## src/rtl/btn_pkg.sv

```systemverilog
// btn_pkg: shared types and defaults for the push-button conditioner.
//   btn_state_t        per-channel debounce/repeat FSM state
//   DEF_*              default timing parameters in clk cycles (100 MHz)
//   BTN_*              channel index of each board button
//   max3               largest of three values, used to size the counter
package btn_pkg;

    typedef enum logic [2:0] {
        IDLE,
        PRESS_WAIT,
        HELD,
        REPEAT,
        RELEASE_WAIT
    } btn_state_t;

    localparam int DEF_DB_CYCLES     = 2_500_000;
    localparam int DEF_REPEAT_DELAY  = 50_000_000;
    localparam int DEF_REPEAT_PERIOD = 10_000_000;

    localparam int BTN_UP     = 0;
    localparam int BTN_DOWN   = 1;
    localparam int BTN_LEFT   = 2;
    localparam int BTN_RIGHT  = 3;
    localparam int BTN_CENTRE = 4;

    function automatic int max3(input int a, input int b, input int c);
        return (a > b) ? ((a > c) ? a : c) : ((b > c) ? b : c);
    endfunction

endpackage

```

## src/rtl/button_channel.sv

```systemverilog
// button_channel: synchroniser, debouncer and auto-repeat timer for one button.
//   clk, rst   system clock, asynchronous active-high reset
//   raw        raw bouncing button input (asynchronous)
//   db         debounced level
//   scen       one-cycle pulse on each debounced press
//   mcen       pulse on press, then auto-repeat pulses while held
//   rel        one-cycle pulse on each debounced release
module button_channel
    import btn_pkg::*;
#(
    parameter int DB_CYCLES     = DEF_DB_CYCLES,
    parameter int REPEAT_DELAY  = DEF_REPEAT_DELAY,
    parameter int REPEAT_PERIOD = DEF_REPEAT_PERIOD
) (
    input  logic clk,
    input  logic rst,
    input  logic raw,
    output logic db,
    output logic scen,
    output logic mcen,
    output logic rel
);

    localparam int CNT_W = $clog2(max3(DB_CYCLES, REPEAT_DELAY, REPEAT_PERIOD));
    localparam logic [CNT_W-1:0] DB_LAST  = CNT_W'(DB_CYCLES - 1);
    localparam logic [CNT_W-1:0] RD_LAST  = CNT_W'(REPEAT_DELAY - 1);
    localparam logic [CNT_W-1:0] RP_LAST  = CNT_W'(REPEAT_PERIOD - 1);
    localparam logic [CNT_W-1:0] CNT_ONE  = CNT_W'(1);

    if (DB_CYCLES < 2 || REPEAT_DELAY < 2 || REPEAT_PERIOD < 2) begin : g_bad_param
        $error("button_channel: timing parameters must be >= 2");
    end

    logic [1:0]       sync;
    logic             raw_s;
    logic [CNT_W-1:0] cnt;
    btn_state_t       state;

    assign raw_s = sync[1];

    // One counter serves every state: it is cleared on each transition and
    // compared against the limit of the state it is timing.
    always_ff @(posedge clk or posedge rst) begin
        if (rst) begin
            sync  <= '0;
            cnt   <= '0;
            state <= IDLE;
            db    <= 1'b0;
            scen  <= 1'b0;
            mcen  <= 1'b0;
            rel   <= 1'b0;
        end else begin
            sync <= {sync[0], raw};
            scen <= 1'b0;
            mcen <= 1'b0;
            rel  <= 1'b0;
            case (state)
                IDLE: begin
                    if (raw_s) begin
                        state <= PRESS_WAIT;
                        cnt   <= '0;
                    end
                end
                PRESS_WAIT: begin
                    if (!raw_s) begin
                        state <= IDLE;
                    end else if (cnt == DB_LAST) begin
                        state <= HELD;
                        cnt   <= '0;
                        db    <= 1'b1;
                        scen  <= 1'b1;
                        mcen  <= 1'b1;
                    end else begin
                        cnt <= cnt + CNT_ONE;
                    end
                end
                HELD: begin
                    if (!raw_s) begin
                        state <= RELEASE_WAIT;
                        cnt   <= '0;
                    end else if (cnt == RD_LAST) begin
                        state <= REPEAT;
                        cnt   <= '0;
                        mcen  <= 1'b1;
                    end else begin
                        cnt <= cnt + CNT_ONE;
                    end
                end
                REPEAT: begin
                    if (!raw_s) begin
                        state <= RELEASE_WAIT;
                        cnt   <= '0;
                    end else if (cnt == RP_LAST) begin
                        cnt  <= '0;
                        mcen <= 1'b1;
                    end else begin
                        cnt <= cnt + CNT_ONE;
                    end
                end
                RELEASE_WAIT: begin
                    // A bounce back high resumes the hold with fresh repeat timing.
                    if (raw_s) begin
                        state <= HELD;
                        cnt   <= '0;
                    end else if (cnt == DB_LAST) begin
                        state <= IDLE;
                        cnt   <= '0;
                        db    <= 1'b0;
                        rel   <= 1'b1;
                    end else begin
                        cnt <= cnt + CNT_ONE;
                    end
                end
                default: begin
                    state <= IDLE;
                    cnt   <= '0;
                end
            endcase
        end
    end

endmodule

```

## src/rtl/button_conditioner.sv

```systemverilog
// button_conditioner: multi-channel push-button synchroniser/debouncer/repeater.
//   clk, rst   100 MHz system clock, asynchronous active-high reset
//   btn_raw    raw bouncing buttons (bit 0 up, 1 down, 2 left, 3 right, 4 centre)
//   btn_db     debounced levels
//   btn_scen   one-cycle press pulses
//   btn_mcen   press pulses plus auto-repeat pulses while held
//   btn_rel    one-cycle release pulses
module button_conditioner
    import btn_pkg::*;
#(
    parameter int N_BTN         = 5,
    parameter int DB_CYCLES     = DEF_DB_CYCLES,
    parameter int REPEAT_DELAY  = DEF_REPEAT_DELAY,
    parameter int REPEAT_PERIOD = DEF_REPEAT_PERIOD
) (
    input  logic             clk,
    input  logic             rst,
    input  logic [N_BTN-1:0] btn_raw,
    output logic [N_BTN-1:0] btn_db,
    output logic [N_BTN-1:0] btn_scen,
    output logic [N_BTN-1:0] btn_mcen,
    output logic [N_BTN-1:0] btn_rel
);

    if (N_BTN < 1) begin : g_bad_n
        $error("button_conditioner: N_BTN must be >= 1");
    end

    for (genvar i = 0; i < N_BTN; i++) begin : g_ch
        button_channel #(
            .DB_CYCLES    (DB_CYCLES),
            .REPEAT_DELAY (REPEAT_DELAY),
            .REPEAT_PERIOD(REPEAT_PERIOD)
        ) u_ch (
            .clk (clk),
            .rst (rst),
            .raw (btn_raw[i]),
            .db  (btn_db[i]),
            .scen(btn_scen[i]),
            .mcen(btn_mcen[i]),
            .rel (btn_rel[i])
        );
    end

endmodule

```

## config.mk

```make
export PLATFORM = sky130hd
export DESIGN_NAME = button_conditioner
export DESIGN_NICKNAME = d
export VERILOG_FILES = /design/src/rtl/btn_pkg.sv /design/src/rtl/button_channel.sv /design/src/rtl/button_conditioner.sv
export SDC_FILE = /design/constraint.sdc
export NUM_CORES = 1
export LEC_CHECK = 0
export ABC_AREA = 0
export BUFFER_PORTS_ARGS = -buffer_cell sky130_fd_sc_hd__buf_2
export CORE_UTILIZATION = 50
export DETAILED_ROUTE_END_ITERATION = 10
export GPL_TIMING_DRIVEN = 0
export PLACE_DENSITY_LB_ADDON = 0.25
export SLEW_MARGIN = 20
export SYNTH_ARGS = -nofsm -noshare
export SYNTH_HDL_FRONTEND = slang
export SYNTH_SLANG_ARGS = --single-unit
```

## constraint.sdc

```tcl
create_clock -name clk -period 5.6 [get_ports clk]
set_clock_uncertainty 0.05 [all_clocks]
set_input_delay 0.56 -clock clk [delete_from_list [all_inputs] [get_ports clk]]
set_output_delay 0.56 -clock clk [all_outputs]
set_load 0.05 [all_outputs]
```

# [After elaboration in Yosys (flattened, before gate mapping)]
# Index checks and enable logic that the tools add are counted.
[totals] ff_bits=175 latchBits=0 ramBits=0 mem_bits_ro=0 n_memories=0
[classes] add_sub_neg=5 multipliers=0 n_div=0 n_lt_le_gt_ge=0 n_eq_ne=80 n_shift=0 mux=165 bitwise=0 reduce_logical=25
[ops] cell="two-way mux 26 bit" n=40
[ops] cell="one-hot mux 26 bit (5 select lines)" n=5
[ops] cell="adder 26 x 1 -> 26 bit, second input constant" n=5
[ops] cell="== test 26 x 22 -> 1 bit, second input constant" n=5
[ops] cell="== test 26 x 24 -> 1 bit, second input constant" n=5
[ops] cell="== test 26 bit, second input constant" n=5
[ops] cell="two-way mux 3 bit" n=40
[ops] cell="one-hot mux 3 bit (5 select lines)" n=5
[ops] cell="two-way mux 1 bit" n=65
[ops] cell="AND reduction 5 bit" n=10
[ops] cell="inequality test 2 x 1 -> 1 bit, second input constant" n=20
[ops] cell="== test 3 x 2 -> 1 bit, second input constant" n=10
[ops] cell="inequality test 3 bit, second input constant" n=10
[ops] cell="inequality test 2 bit, second input constant" n=10
[ops] cell="== test 3 x 1 -> 1 bit, second input constant" n=5
[ops] cell="== test 3 bit, second input constant" n=5
[ops] cell="logical NOT 3 bit" n=5
[ops] cell="inequality test 3 x 1 -> 1 bit, second input constant" n=5
[ops] cell="one-hot mux 1 bit (3 select lines)" n=5
[ops] cell="one-hot mux 1 bit (2 select lines)" n=5
[ops] cell="AND reduction 2 bit" n=5
[ops] cell="nonzero test 2 bit" n=5

# [Logic depth before layout (Yosys ltp)]
[depth] ltp_word=4 mapped_depth=10 ltp_nobuf=7

# [Cells and area by module]
# From an unflattened synthesis, not the netlist that was laid out.
[unflattened] hier_cells=1166 hier_area_um2=10377.5
[by_module_without_submodules] module="button_channel at g_ch[0].u_ch ..." n_inst=4 cells_per_inst=231 area_each_um2=2072.0 seq_area_each_um2=875.8
[by_module_without_submodules] module="button_channel at g_ch[4].u_ch" n_inst=1 cells_per_inst=242 area_each_um2=2089.5 seq_area_each_um2=875.8

# [Worst setup path after synthesis]
# OpenSTA, ideal clock, no wires.
[synth_path] path_type="register to register" start="register g_ch[3].u_ch.cnt[0]" end="register g_ch[3].u_ch.cnt[12]" setup_time_ns=0.121 arrival_ns=2.101 t_required_ns=5.429 slack_ns=3.329 stages_incl_launch_ff=9 synth_period_minus_slack_ns=2.271 cell_sequence="dfrtp_1 ha_1 nand4_2 or4_4 o211ai_1 o221a_2 and2_1 buf_4 nor4_1"
[synth_between] elab_chain_len=4 elab_cells_between_ends=12
[synth_rtl] element="start, declared" line_no="button_channel.sv:36" source="logic [CNT_W-1:0] cnt;"
[synth_rtl] element="start signal, assigned" line_no="button_channel.sv:74" source="cnt <= cnt + CNT_ONE;"
[synth_rtl] element="start signal, assigned" line_no="button_channel.sv:86" source="cnt <= cnt + CNT_ONE;"
[synth_rtl] element="start signal, assigned" line_no="button_channel.sv:97" source="cnt <= cnt + CNT_ONE;"
[synth_rtl] element="adder 26 x 1 -> 26 bit (tied with other cells)"
[synth_rtl] element="two-way mux 26 bit, on equally long branches (2 in a row)"
[synth_rtl] element="one-hot mux 26 bit (5 select lines) (*)" line_no="button_channel.sv:57" source="case (state)"
# Every way passes the cells marked *; elsewhere a longest branch is shown, timed or not. The select of a mux whose other input is x is not followed.
# A chain may end at the register's enable or synchronous reset.

# [Worst setup path after layout]
[layout_path] start="register g_ch[0].u_ch.cnt[0]" end="register g_ch[0].u_ch.cnt[18]"
[layout_between] elab_chain_len=4 elab_cells_between_ends=12
[layout_rtl] element="start, declared" line_no="button_channel.sv:36"
[layout_rtl] element="start signal, assigned" line_no="button_channel.sv:74"
[layout_rtl] element="start signal, assigned" line_no="button_channel.sv:86"
[layout_rtl] element="start signal, assigned" line_no="button_channel.sv:97"
[layout_rtl] element="adder 26 x 1 -> 26 bit (tied with other cells)"
[layout_rtl] element="two-way mux 26 bit, on equally long branches (2 in a row)"
[layout_rtl] element="one-hot mux 26 bit (5 select lines) (*)" line_no="button_channel.sv:57"
# Marks and branches as above.

==> summary.json <==
{
  "outcome": "finished, final reports clean",
  "first_iter_violations": 537,
  "fill_cells": 1607,
  "fin_crit_ps": 2750,
  "syn-mean-instance-area_sq_um": 9.15,
  "route.vias.total": 7936,
  "achievable-frequency_mhz": 363,
  "power_density_nw_per_um2": 255,
  "setup.worst_path.end": "g_ch[0].u_ch.cnt[18]",
  "clk_root_buffer_cell": "clkbuf_16",
  "timing.rr.end": "g_ch[0].u_ch.cnt[18]",
  "drcViolationCount": 0,
  "grt_pass1_wl_microns": 36100,
  "utilization_pct": 57.4,
  "maximum_number_of_pins_on_one_net_before_global_route_repair": 90,
  "ys_types": 79,
  "htree_levels": 4,
  "first_global_vias": 7456,
  "setup.worst_path.start": "g_ch[0].u_ch.cnt[0]",
  "number_of_flops_mapped_to_enable_cells_by_yosys": 0,
  "sequential_to_total_area_share_from_yosys_stat_pct": 45.3,
  "tritoncts_clock_tree": "done",
  "std_cell_rows": 50,
  "maxSlewViolCount": 0,
  "fin_total_pwr_mw": 2.75,
  "peakVddDrop_mv": 0.210,
  "design.die.area_sq_um": 19900,
  "insertion_delay_ps": 430,
  "critical_path.startpoint_type": "flop",
  "cts_hold_repair.buffers": 0,
  "synth.largest_area_cell": "dfrtp_1",
  "die_width_microns": 141,
  "floorplan.die.height_microns": 141,
  "wirelength_microns": 20700,
  "critPathRequiredTime_ps": 5900,
  "synth_async_sr_flop_share_pct": 100,
  "n_antenna_cell": 0,
  "global_router_s_overall_resource_usage_pct": 22.3,
  "post_cts_resized": 0,
  "number_of_antenna_violations_at_the_first_check_in_global_routing": 0,
  "hold_violations": 0,
  "synthMostInstantiatedCell": "dfrtp_1",
  "final_net_count": 1113,
  "critical_path_peak_fanout": 5,
  "antenna_violating_nets_post_route": 0,
  "clock_sink_count": 175,
  "cap_violations": 0,
  "post_drt_wl_per_cell_microns": 15.1,
  "netlist_instances": 1055,
  "finalWorstSetupSlack_ps": 2850,
  "data_arrival_at_the_endpoint_of_the_critical_path_ps": 3050,
  "grt.overflow.total": 0,
  "rsz0062_at_grt": "false",
  "crit-reg2reg-launch": "g_ch[0].u_ch.cnt[0]",
  "synth.top_cells.by_count": "dfrtp_1 (175), nor2_1 (118), nand2_1 (99)",
  "postSynth.topFlopCell": "dfrtp_1",
  "cts.reportedPaths.clkPinSlew_ps": 70,
  "cts_inserted_buffers": 17,
  "max_slew.worst_pin.slew_ps": 907,
  "timing.reg2reg.worst_path_depth": 6,
  "starting_density_pct": 51.3,
  "cts_setup_buffers": 0,
  "clk_path_buf_depth": 2,
  "synth_top_cells_by_area": "dfrtp_1 (45%), nor2_1 (4.6%), nand2_1 (3.8%)",
  "syn_area_sq_um": 9660,
  "post_route_cells_drive_above_1_share_pct": 11.0,
  "numPortBuffers": 26,
  "endpoint_kind": "flop",
  "dr.pass1.iters": 5,
  "max-slew-margin-rel_pct": 39.0,
  "reg2reg_slack_ps": 2850,
  "setup_total_negative_slack_ps": 0,
  "postSynthNetCount": 1067,
  "static-leakage-power_nw": 4.50,
  "footprint_of_the_multi_input_gates_sq_um": 4790,
  "pre_cts_slack_ps": 2900,
  "gp_congestion": 0.925,
  "synth-seq-cells": 175,
  "design.portCount": 27,
  "synthesis.yosys.warnings": 0,
  "regArea_sq_um": 4380,
  "dp.final_hpwl_microns": 14100,
  "synthesis_to_finish_area_growth_pct": 11.9,
  "ws_path_type": "flop to flop",
  "yosysTopAreaCellShare_pct": 45.3,
  "vias_per_cell": 5.78,
  "layout_worst_path_cycle_share_pct": 49.2,
  "hold_class": "input pin to async pin",
  "core_area_sq_um": 18800,
  "finalSetupViolations": 0
}
[cells by family after synthesis]
| family | synth area share (%) |
|---|---|
| xor gates and xnor gates | 5.89 |
| buffers and inverters | 5.16 |
| and+or+nand+nor | 30.8 |
| DFF | 45.3 |
| AOI/OAI and AO/OA | 11.3 |
| muxes | 0.842 |
| adders and majority gates | 0.648 |
[cell usage in the layout (no fill, tap or decap), types with 17 or more instances in the layout]
cell and count:
a21oi_1 32, and3_1 17, buf_2 33, buf_4 22, clkbuf_1 27, clkbuf_16 17
dfrtp_1 175, inv_1 27, nand2_1 99, nand3_1 49, nand4_1 55, nor2_1 118
nor3_1 41, nor4_1 23, o21ai_0 60, or3_1 23, xnor2_1 23, xor2_1 42
[power by group]
group	internal (mW)	switching (mW)
clock	0.804	0.508
sequential	1.29	0.0248
combinational	0.0410	0.0904
[cell type report]
| class | count | area share, % |
|---|---|---|
| well taps | 260 | 3.01 |
| clock buffers | 18 | 4.06 |
| plain buffers | 65 | 3.63 |
| clock inverters | 13 | 1.96 |
| flip-flops and latches | 175 | 40.5 |
| repair buffers | 27 | 1.46 |
| multi-input cells | 787 | 44.3 |
| inverters | 28 | 1.04 |
[per-stage QoR]
stage / instance area (sq um) / hold slack (ps) / std cells
after floorplan: 9660 / 281 / 1055
after global placement: 10100 / 282 / 1341
after detailed placement: 10100 / 285 / 1342
after CTS: 10800 / 171 / 1373
after global routing: 10800 / 162 / 1373
final: 10800 / 171 / 1373
[worst min-delay path by stage]
stage,from,end,cells after the start
6_report,rst,g_ch[4].u_ch.rel,2
5_1_grt,btn_raw[0],g_ch[0].u_ch.sync[0],1
4_1_cts,btn_raw[0],g_ch[0].u_ch.sync[0],1
3_5_place_dp,g_ch[1].u_ch.sync[0],g_ch[1].u_ch.sync[1],0
3_3_place_gp,g_ch[1].u_ch.sync[0],g_ch[1].u_ch.sync[1],0
2_1_floorplan,g_ch[0].u_ch.sync[0],g_ch[0].u_ch.sync[1],0
[state kept, by name, summed over array words and instances (netlist names)]
signal and count:
g_ch.u_ch.cnt 130, g_ch.u_ch.state 15, g_ch.u_ch.sync 10, g_ch.u_ch.db 5, g_ch.u_ch.mcen 5, g_ch.u_ch.rel 5
g_ch.u_ch.scen 5
[routing by layer]
metal,part of all wire (%),wire [microns],vias to the layer above,track usage [%]
met4,1.2,238,0,7.21
met5,0,0,-,0
met3,3.9,810,25,4.21
met1,49,10200,3832,32.0
met2,45,9410,184,33.9
li1,-,-,3895,-
[critical path: stages (launching register included)]
cell and delay [ps]:
dfrtp_1 390, ha_1 280, nand4_2 260, nor4_1 840, nand2_1 320, or4_1 450, o21ai_0 80
No activity file was read; power rests on OpenSTA's default activity.
